### src/rtl/cpu_gen_pkg.sv
// Package lib_cpu: opcode and FSM state enums plus instruction-field extraction
// shared by the cpu_gen core and its ALU.
package lib_cpu;

  typedef enum logic [3:0] {
    OpAddImm = 4'h0,
    OpMovRs  = 4'h1,
    OpIn     = 4'h2,
    OpMovImm = 4'h3,
    OpAddRs  = 4'h4,
    OpSub    = 4'h5,
    OpAnd    = 4'h6,
    OpOr     = 4'h7,
    OpXor    = 4'h8,
    OpOutRs  = 4'h9,
    OpHalt   = 4'hA,
    OpOutImm = 4'hB,
    OpCall   = 4'hC,
    OpRet    = 4'hD,
    OpJnc    = 4'hE,
    OpJmp    = 4'hF
  } GEN_OPCODE;

  typedef enum logic [1:0] {
    StIdle,
    StFetch,
    StExec,
    StHalt
  } GEN_STATE;

  typedef enum logic [1:0] {
    FieldOp,
    FieldRd,
    FieldRs
  } GEN_FIELD;

  // Widest supported data path; callers zero-extend their instruction word to this.
  localparam int unsigned MaxDataW  = 64;
  localparam int unsigned MaxInstrW = 12 + MaxDataW;

  // Extract a 4-bit field from {op, rd, rs, imm[data_w-1:0]}.
  function automatic logic [3:0] instr_field(input logic [MaxInstrW-1:0] instr,
                                             input int unsigned data_w,
                                             input GEN_FIELD field);
    int unsigned shamt;
    case (field)
      FieldOp: shamt = data_w + 8;
      FieldRd: shamt = data_w + 4;
      default: shamt = data_w;
    endcase
    return 4'(instr >> shamt);
  endfunction

endpackage

### src/rtl/cpu_gen_alu.sv
// cpu_gen_alu: combinational datapath for the register-writing opcodes.
// Produces the result, carry/borrow and whether rd is written.
module cpu_gen_alu
  import lib_cpu::*;
#(
  parameter int unsigned DATA_W = 4
) (
  input  GEN_OPCODE         op,
  input  logic [DATA_W-1:0] rd_val,
  input  logic [DATA_W-1:0] rs_val,
  input  logic [DATA_W-1:0] imm,
  output logic [DATA_W-1:0] result,
  output logic              carry,
  output logic              we
);

  // Decode op into result/carry; carry is only ever set by ADD/SUB.
  always_comb begin
    result = '0;
    carry  = 1'b0;
    we     = 1'b0;
    case (op)
      OpAddImm: begin
        {carry, result} = {1'b0, rd_val} + {1'b0, imm};
        we = 1'b1;
      end
      OpAddRs: begin
        {carry, result} = {1'b0, rd_val} + {1'b0, rs_val};
        we = 1'b1;
      end
      OpSub: begin
        // Top bit of the widened difference is the borrow.
        {carry, result} = {1'b0, rd_val} - {1'b0, rs_val};
        we = 1'b1;
      end
      OpMovRs, OpIn: begin
        result = rs_val;
        we     = 1'b1;
      end
      OpMovImm: begin
        result = imm;
        we     = 1'b1;
      end
      OpAnd: begin
        result = rd_val & rs_val;
        we     = 1'b1;
      end
      OpOr: begin
        result = rd_val | rs_val;
        we     = 1'b1;
      end
      OpXor: begin
        result = rd_val ^ rs_val;
        we     = 1'b1;
      end
      default: ;
    endcase
  end

endmodule

### src/rtl/cpu_gen.sv
// cpu_gen: parametrised multi-cycle register-file CPU (IDLE/FETCH/EXEC/HALT).
// Optional return stack enabled by defining CPU_GEN_STACK_EN; otherwise CALL/RET
// are NOPs and fault is tied low.
module cpu_gen
  import lib_cpu::*;
#(
  parameter int unsigned DATA_W      = 4,
  parameter int unsigned NUM_REGS    = 2,
  parameter int unsigned ADDR_W      = 4,
  parameter int unsigned STACK_DEPTH = 4,
  localparam int unsigned INSTR_W    = 12 + DATA_W
) (
  input  logic               clk,
  input  logic               n_reset,
  output logic               mem_req,
  output logic [ADDR_W-1:0]  mem_addr,
  input  logic               mem_ready,
  input  logic [INSTR_W-1:0] mem_rdata,
  input  logic [DATA_W-1:0]  io_in,
  output logic [DATA_W-1:0]  io_out,
  output logic               io_out_strobe,
  output logic               halted,
  output logic               fault,
  input  logic [3:0]         dbg_sel,
  output logic [DATA_W-1:0]  dbg_data
);

  GEN_STATE          state_q, state_d;
  logic [ADDR_W-1:0] ip_q, ip_d, ip_inc;
  logic              c_q;
  logic [INSTR_W-1:0] ir_q;
  logic [DATA_W-1:0] regs_q [NUM_REGS];
  logic [DATA_W-1:0] io_out_q;
  logic              strobe_q;

  GEN_OPCODE         op;
  logic [3:0]        rd_idx, rs_idx;
  logic [DATA_W-1:0] imm, rd_val, rs_val, alu_b, alu_result, out_val;
  logic [ADDR_W-1:0] jump_target;
  logic              alu_carry, alu_we, out_we, halt_req, stack_fault;

  assign op          = GEN_OPCODE'(instr_field(MaxInstrW'(ir_q), DATA_W, FieldOp));
  assign rd_idx      = instr_field(MaxInstrW'(ir_q), DATA_W, FieldRd);
  assign rs_idx      = instr_field(MaxInstrW'(ir_q), DATA_W, FieldRs);
  assign imm         = ir_q[DATA_W-1:0];
  assign jump_target = imm[ADDR_W-1:0];
  assign ip_inc      = ip_q + ADDR_W'(1);

  // Register-file reads; out-of-range indices read as zero.
  always_comb begin
    rd_val   = '0;
    rs_val   = '0;
    dbg_data = '0;
    for (int unsigned i = 0; i < NUM_REGS; i++) begin
      if (rd_idx == 4'(i))  rd_val   = regs_q[i];
      if (rs_idx == 4'(i))  rs_val   = regs_q[i];
      if (dbg_sel == 4'(i)) dbg_data = regs_q[i];
    end
  end

  // IN reuses the MOV rd,rs path with io_in as the source operand.
  assign alu_b = (op == OpIn) ? io_in : rs_val;

  cpu_gen_alu #(
    .DATA_W (DATA_W)
  ) u_alu (
    .op     (op),
    .rd_val (rd_val),
    .rs_val (alu_b),
    .imm    (imm),
    .result (alu_result),
    .carry  (alu_carry),
    .we     (alu_we)
  );

`ifdef CPU_GEN_STACK_EN
  localparam int unsigned SpW = $clog2(STACK_DEPTH + 1);

  logic [ADDR_W-1:0] stack_q [STACK_DEPTH];
  logic [SpW-1:0]    sp_q;
  logic [ADDR_W-1:0] stack_top;
  logic              stack_full, stack_empty, push, pop, fault_q;

  assign stack_full  = (sp_q == SpW'(STACK_DEPTH));
  assign stack_empty = (sp_q == '0);

  // Entry just below the stack pointer is the return address.
  always_comb begin
    stack_top = '0;
    for (int unsigned i = 0; i < STACK_DEPTH; i++) begin
      if (sp_q == SpW'(i + 1)) stack_top = stack_q[i];
    end
  end
`else
  assign stack_fault = 1'b0;
`endif

  // EXEC control: next ip, output write, halt and stack requests.
  always_comb begin
    ip_d     = ip_inc;
    halt_req = 1'b0;
    out_we   = 1'b0;
    out_val  = rs_val;
`ifdef CPU_GEN_STACK_EN
    stack_fault = 1'b0;
    push        = 1'b0;
    pop         = 1'b0;
`endif
    case (op)
      OpJnc:    if (!c_q) ip_d = jump_target;
      OpJmp:    ip_d = jump_target;
      OpHalt:   halt_req = 1'b1;
      OpOutRs:  out_we = 1'b1;
      OpOutImm: begin
        out_we  = 1'b1;
        out_val = imm;
      end
`ifdef CPU_GEN_STACK_EN
      OpCall: begin
        if (stack_full) begin
          stack_fault = 1'b1;
        end else begin
          push = 1'b1;
          ip_d = jump_target;
        end
      end
      OpRet: begin
        if (stack_empty) begin
          stack_fault = 1'b1;
        end else begin
          pop  = 1'b1;
          ip_d = stack_top;
        end
      end
`endif
      default: ;
    endcase
  end

  // FSM state register.
  always_ff @(posedge clk) begin
    if (!n_reset) state_q <= StIdle;
    else          state_q <= state_d;
  end

  // FSM next-state logic.
  always_comb begin
    state_d = state_q;
    unique case (state_q)
      StIdle:  state_d = StFetch;
      StFetch: if (mem_ready) state_d = StExec;
      StExec:  state_d = (halt_req || stack_fault) ? StHalt : StFetch;
      StHalt:  state_d = StHalt;
    endcase
  end

  // FSM outputs, decoded from the current state only.
  always_comb begin
    mem_req = (state_q == StFetch);
    halted  = (state_q == StHalt);
  end

  // Datapath: instruction latch in FETCH, architectural commit in EXEC.
  always_ff @(posedge clk) begin
    if (!n_reset) begin
      ip_q     <= '0;
      c_q      <= 1'b0;
      ir_q     <= '0;
      io_out_q <= '0;
      strobe_q <= 1'b0;
      for (int unsigned i = 0; i < NUM_REGS; i++) regs_q[i] <= '0;
    end else begin
      strobe_q <= 1'b0;
      if (state_q == StFetch && mem_ready) ir_q <= mem_rdata;
      // A stack fault aborts the whole instruction, flags included.
      if (state_q == StExec && !stack_fault) begin
        ip_q <= ip_d;
        c_q  <= alu_carry;
        if (out_we) begin
          io_out_q <= out_val;
          strobe_q <= 1'b1;
        end
        for (int unsigned i = 0; i < NUM_REGS; i++) begin
          if (alu_we && rd_idx == 4'(i)) regs_q[i] <= alu_result;
        end
      end
    end
  end

`ifdef CPU_GEN_STACK_EN
  // Return stack push/pop and sticky fault flag.
  always_ff @(posedge clk) begin
    if (!n_reset) begin
      sp_q    <= '0;
      fault_q <= 1'b0;
      for (int unsigned i = 0; i < STACK_DEPTH; i++) stack_q[i] <= '0;
    end else if (state_q == StExec) begin
      if (stack_fault) fault_q <= 1'b1;
      if (push) begin
        for (int unsigned i = 0; i < STACK_DEPTH; i++) begin
          if (sp_q == SpW'(i)) stack_q[i] <= ip_inc;
        end
        sp_q <= sp_q + SpW'(1);
      end else if (pop) begin
        sp_q <= sp_q - SpW'(1);
      end
    end
  end

  assign fault = fault_q;
`else
  assign fault = 1'b0;
`endif

  assign mem_addr      = ip_q;
  assign io_out        = io_out_q;
  assign io_out_strobe = strobe_q;

endmodule

### config.mk
export PLATFORM = sky130hd
export DESIGN_NAME = cpu_gen
export DESIGN_NICKNAME = d
export VERILOG_FILES = /design/src/rtl/cpu_gen_pkg.sv /design/src/rtl/cpu_gen_alu.sv /design/src/rtl/cpu_gen.sv
export SDC_FILE = /design/constraint.sdc
export NUM_CORES = 1
export LEC_CHECK = 0
export CAP_MARGIN = 20
export CELL_PAD_IN_SITES_DETAIL_PLACEMENT = 0
export CELL_PAD_IN_SITES_GLOBAL_PLACEMENT = 1
export CORE_UTILIZATION = 28
export CTS_CLUSTER_DIAMETER = 80
export DETAILED_ROUTE_END_ITERATION = 8
export PLACE_DENSITY_LB_ADDON = 0.25
export SETUP_SLACK_MARGIN = 0.2
export SLEW_MARGIN = 15
export SYNTH_ARGS = -nofsm -noshare
export SYNTH_HDL_FRONTEND = slang
export SYNTH_SLANG_ARGS = --single-unit
### constraint.sdc
create_clock -name clk -period 4.6 [get_ports clk]
set_input_delay 1.38 -clock clk [delete_from_list [all_inputs] [get_ports clk]]
set_output_delay 1.38 -clock clk [all_outputs]
set_load 0.05 [all_outputs]
Yosys cells after proc, flatten, opt, wreduce, memory -nomap -nowiden
Memory sizes are Yosys's and may differ from the RTL's.
Index checks and enable logic that the tools add are counted.
{"block": "word_totals", "memories": 1, "romBits": 0, "regBits": 28, "ram_bits": 8, "latch_bits": 0, "in_bits": 27, "elab_cells": 79, "out_inout_bits": 16}
{"name": "regs_q", "depth": 2, "width": 4, "read_ports": 2, "rd_clocked_by_memory_dff": 0, "wr": 2, "line_no": "cpu_gen.sv:32", "rtl": "logic [DATA_W-1:0] regs_q [NUM_REGS];"}
{"block": "op_classes", "addsub": 4, "div": 0, "shifts": 0, "n_mux": 30, "bitwise": 5, "n_eq_ne": 20, "order_cmp": 0, "n_mul": 0, "n_reduce_logical": 13}
{"operator": "2-to-1 mux 4 bit", "count": 11}
{"operator": "one-hot mux 4 bit (8 select lines)", "count": 1}
{"operator": "== test 4 bit, second input constant", "count": 6}
{"operator": "== test 4 x 1 -> 1 bit, second input constant", "count": 4}
{"operator": "== test 4 x 3 -> 1 bit, second input constant", "count": 4}
{"operator": "zero test 4 bit", "count": 4}
{"operator": "2-to-1 mux 1 bit", "count": 13}
{"operator": "adder 4 x 4 -> 5 bit", "count": 2}
{"operator": "OR reduction 9 bit", "count": 1}
{"operator": "== test 4 x 2 -> 1 bit, second input constant", "count": 2}
{"operator": "one-hot mux 2 bit (4 select lines)", "count": 1}
{"operator": "one-hot mux 4 bit (2 select lines)", "count": 1}
{"operator": "subtractor 4 x 4 -> 5 bit", "count": 1}
{"operator": "adder 4 x 1 -> 4 bit, second input constant", "count": 1}
{"operator": "bitwise AND 4 bit", "count": 1}
{"operator": "== test 2 bit, second input constant", "count": 2}
{"operator": "2-to-1 mux 2 bit", "count": 2}
{"operator": "OR 4 bit", "count": 1}
{"operator": "AND reduction 2 bit", "count": 2}
{"operator": "OR reduction 2 bit", "count": 2}
{"operator": "bitwise XOR 4 bit", "count": 1}
{"operator": "logical AND 1 bit", "count": 3}
{"operator": "one-hot mux 1 bit (3 select lines)", "count": 1}
{"operator": "== test 2 x 1 -> 1 bit, second input constant", "count": 1}
{"operator": "3 further kinds", "count": 4}

Depth between registers and ports, before layout
{"block": "logic_depth", "ltp_word": 9, "mapped_depth": 13, "ltp_nobuf": 12}

Hierarchy
From an unflattened synthesis, not the netlist that was laid out.
{"block": "hier_totals", "cells_unflattened": 305, "hier_area_um2": 2561.2}
{"module": "cpu_gen", "seq_area_each_um2": 800.8, "area_per_inst_um2": 1757.9, "n_inst": 1, "cells_per_inst": 198}
{"module": "cpu_gen_alu", "seq_area_each_um2": 0.0, "area_per_inst_um2": 803.3, "n_inst": 1, "cells_per_inst": 107}

Least setup slack after synthesis
OpenSTA, ideal clock, no wires.
{"block": "synth_timing", "path_type": "in2out", "startpoint": "input dbg_sel[3]", "endpoint": "output dbg_data[0]", "cell_stages": 2, "path_slack_ns": 0.745, "t_arrival_ns": 2.475, "path_cell_list": "or3_1 > nor2_1"}
{"block": "synth_via", "elab_chain_len": 3}
{"item": "start: declaration", "line_no": "cpu_gen.sv:24", "rtl": "input logic [3:0] dbg_sel,"}
{"item": "zero test 4 bit", "line_no": "cpu_gen.sv:57", "rtl": "if (dbg_sel == 4'(i)) dbg_data = regs_q[i];"}
{"item": "2-to-1 mux 4 bit", "line_no": "cpu_gen.sv:57"}
{"item": "2-to-1 mux 4 bit (*)", "line_no": "cpu_gen.sv:57"}
{"item": "end: declaration", "line_no": "cpu_gen.sv:25", "rtl": "output logic [DATA_W-1:0] dbg_data"}
Every way passes the cells marked *; elsewhere a longest branch is shown, timed or not.

Final worst setup path
{"block": "layout_timing", "startpoint": "input dbg_sel[3]", "endpoint": "output dbg_data[1]"}
The elaborated chain is that of the path after synthesis.

==> impl_metrics.json <==
{
  "synthArstFlopShare_pct": 0,
  "clock.fmax_ghz": 0.252,
  "dp_cells": 461,
  "antenna_found_initial": 0,
  "crit_family": "simple AND/OR/NAND/NOR gates",
  "ant_nets": 0,
  "yosysSeqAreaShare_pct": 30.1,
  "start_kind": "primary input",
  "cts.sinks": 36,
  "synth.avg_cell_area_um2": 8.15,
  "worst_ep_arrival_time_ns": 2.59,
  "cts_buffer_depth": 2,
  "ys_warn_count": 0,
  "dp_hpwl_mm": 5.32,
  "yosysMostFrequentCell": "nand2_1",
  "ios": 43,
  "synthFlopType": "dfxtp_1",
  "die-area_um2": 9880,
  "synth_area_um2": 2660,
  "yosys.area.top_type": "dfxtp_1",
  "gr-total-overflow": 0,
  "cp-end-kind": "output port",
  "grt_max_degree": 28,
  "synth_fp_nets": 371,
  "wire_per_inst_um": 14.9,
  "crit_type": "primary input to output port",
  "dpl_cell_area_um2": 3150,
  "r2r_slack_ns": 1.53,
  "cts-hold-fix-buffers": 0,
  "critical_path.max_stage_delay_ns": 0.43,
  "netlist_instances": 326,
  "r2r-start": "ir_q[14]$_SDFFE_PN0P_",
  "htreeDepth": 2,
  "rr_worst_depth": 7,
  "synth_edf_count": 8,
  "finalInstanceArea_um2": 3240,
  "period_needed_ns": 3.97,
  "hold_path_depth": 2,
  "avgViaCountPerCell": 4.93,
  "route.detailed.drc": 0,
  "max-cap-violations": 0,
  "p_leak_uw": 0.00127,
  "area_growth_pct": 22.1,
  "min_to": "ir_q[5]$_SDFFE_PN0P_",
  "grt_pass1_vias": 2158,
  "gp_congestion": 0.818,
  "r2r_end": "regs_q[0][7]$_DFFE_PP_",
  "clock_latency_ns": 0.28,
  "drive_gt1_share_pct": 6.98,
  "synth-seq-cells": 36,
  "worstMarginPinSlew_ns": 0.982,
  "ctsResizeCount": 0,
  "clkTransAtPathRegs_ns": 0.07,
  "critPathBufInv": 2,
  "dieHeight_um": 99.4,
  "crit_fanout": 4,
  "diodes": 0,
  "root_buffer": "clkbuf_8",
  "dr.first_iter.drc_count": 120,
  "fin_crit_sh_pct": 86.2,
  "die_x_um": 99.4,
  "start_util_pct": 28.9,
  "hp-class": "register to register",
  "grt_pass1_wl_mm": 11.1,
  "core_um2": 9200,
  "min_from": "ir_q[5]$_SDFFE_PN0P_",
  "rows": 35,
  "port_buffers": 41,
  "cts_tree": "built",
  "power-per-cell-area_nw_per_um2": 245,
  "drv_slew": 0,
  "grt.total_usage_pct": 14.5,
  "rsz0062_at_grt": "false",
  "cp_slowest_cell": "or3_1",
  "ys_types": 48,
  "synthTopCellsByCount": "nand2_1 (55), dfxtp_1 (28), nor2_1 (21)",
  "p_total_uw": 795,
  "postCtsSetupRepairBufs": 0,
  "relSlewSlack_pct": 34.0,
  "firstDrtPassIters": 4,
  "setup_viol": 0,
  "cp_cell_sequence": "clkdlybuf4s50_1 -> or3_1 -> nor2_1 -> buf_12",
  "cts-buffers-inserted": 5,
  "synth_top_area_share_pct": 21.1,
  "layout.nets": 402,
  "status": "finished clean",
  "ys_top_cells_by_area": "dfxtp_1 (21%), edfxtp_1 (9.0%), ha_1 (8.0%), nand2_1 (7.8%), mux2i_1 (6.0%)",
  "routed_wl_mm": 6.97,
  "route.vias.total": 2310,
  "fin_cells": 469,
  "peakVddDrop_mv": 0.171,
  "finalClockSkew_ns": 0.00577,
  "finalHoldViolations": 0,
  "final.setup.tns_ns": 0,
  "hold_slack_ns": 0.472,
  "required_ns": 3.22
}
## kinds of logic (layout without fill, tap and decap cells)
logic type               after synthesis  count (layout)  share of synthesized area, %
multiplexers                          20              20                          7.72
other                                  1               1                         0.141
XOR/XNOR                               3               3                         0.989
adder cells (fa/ha/maj)               18              18                          8.76
buffers and inverters                 39              71                          7.54
AO/OA/AOI/OAI                         78              78                          20.7
flip-flops                            36              36                          30.1
AND/OR/NAND/NOR                      131             131                          24.0
## cell type report
| class | count | area, µm² |
|---|---|---|
| flip-flops and latches | 36 | 801 |
| multi-input cells | 251 | 1660 |
| repair buffers | 47 | 495 |
| well taps | 111 | 139 |
| clock buffers | 7 | 86.3 |
| fillers | 1009 | 5950 |
| inverters | 16 | 60.1 |
| clock inverters | 1 | 7.51 |
## metrics by stage
stage               worst slack (ns)  util (%)
floorplan                      0.745         -
global placement               0.635      34.3
detailed placement             0.618      34.3
CTS                            0.618      35.3
global route                   0.566      35.3
finish                         0.634      35.3
## registers in the layout, indices dropped and copies added (netlist names)
register,count
ir_q,16
c_q,1
state_q,2
io_out,4
io_out_strobe,1
mem_addr,4
regs_q,8
## power by group
group / internal [µW] / switching, µW
combinational: 92.8 / 122
sequential: 335 / 12.6
clock: 122 / 111
## how the worst max path moves through the flow
stage / from / endpoint / cells past startpoint
CTS: dbg_sel[3] / dbg_data[1] / 4
detailed placement: dbg_sel[3] / dbg_data[1] / 4
global route: dbg_sel[3] / dbg_data[2] / 4
global placement: dbg_sel[3] / dbg_data[2] / 4
finish: dbg_sel[3] / dbg_data[1] / 4
floorplan: dbg_sel[3] / dbg_data[0] / 2
## placed cells by master (no fill, tap or decap), types with 6 or more instances in the layout
cell type and n:
nor2_1 21, clkdlybuf4s50_1 37, nand2_1 55, inv_1 16, a21oi_1 17, nand3_1 6, ha_1 17, mux2i_1 16
clkbuf_8 6, nor2b_1 7, a21boi_0 17, buf_4 6, or3_1 6, dfxtp_1 28, nor3_1 13, edfxtp_1 8
and2_1 8, o21ai_0 11
## metal layers
metal | share of wire (%) | track usage, % | wire length (µm)
met2 | 45 | 24.5 | 3120
met3 | 3.8 | 2.60 | 264
met5 | 0 | 0 | 0
met1 | 51 | 19.4 | 3540
met4 | 0.60 | 3.39 | 42
## tightest hold or removal path, stage by stage (launching register included)
cell and delay (ns):
dfxtp_1 0.31, nand2_1 0.05, a21boi_0 0.06
No activity file was read; power rests on OpenSTA's default activity.
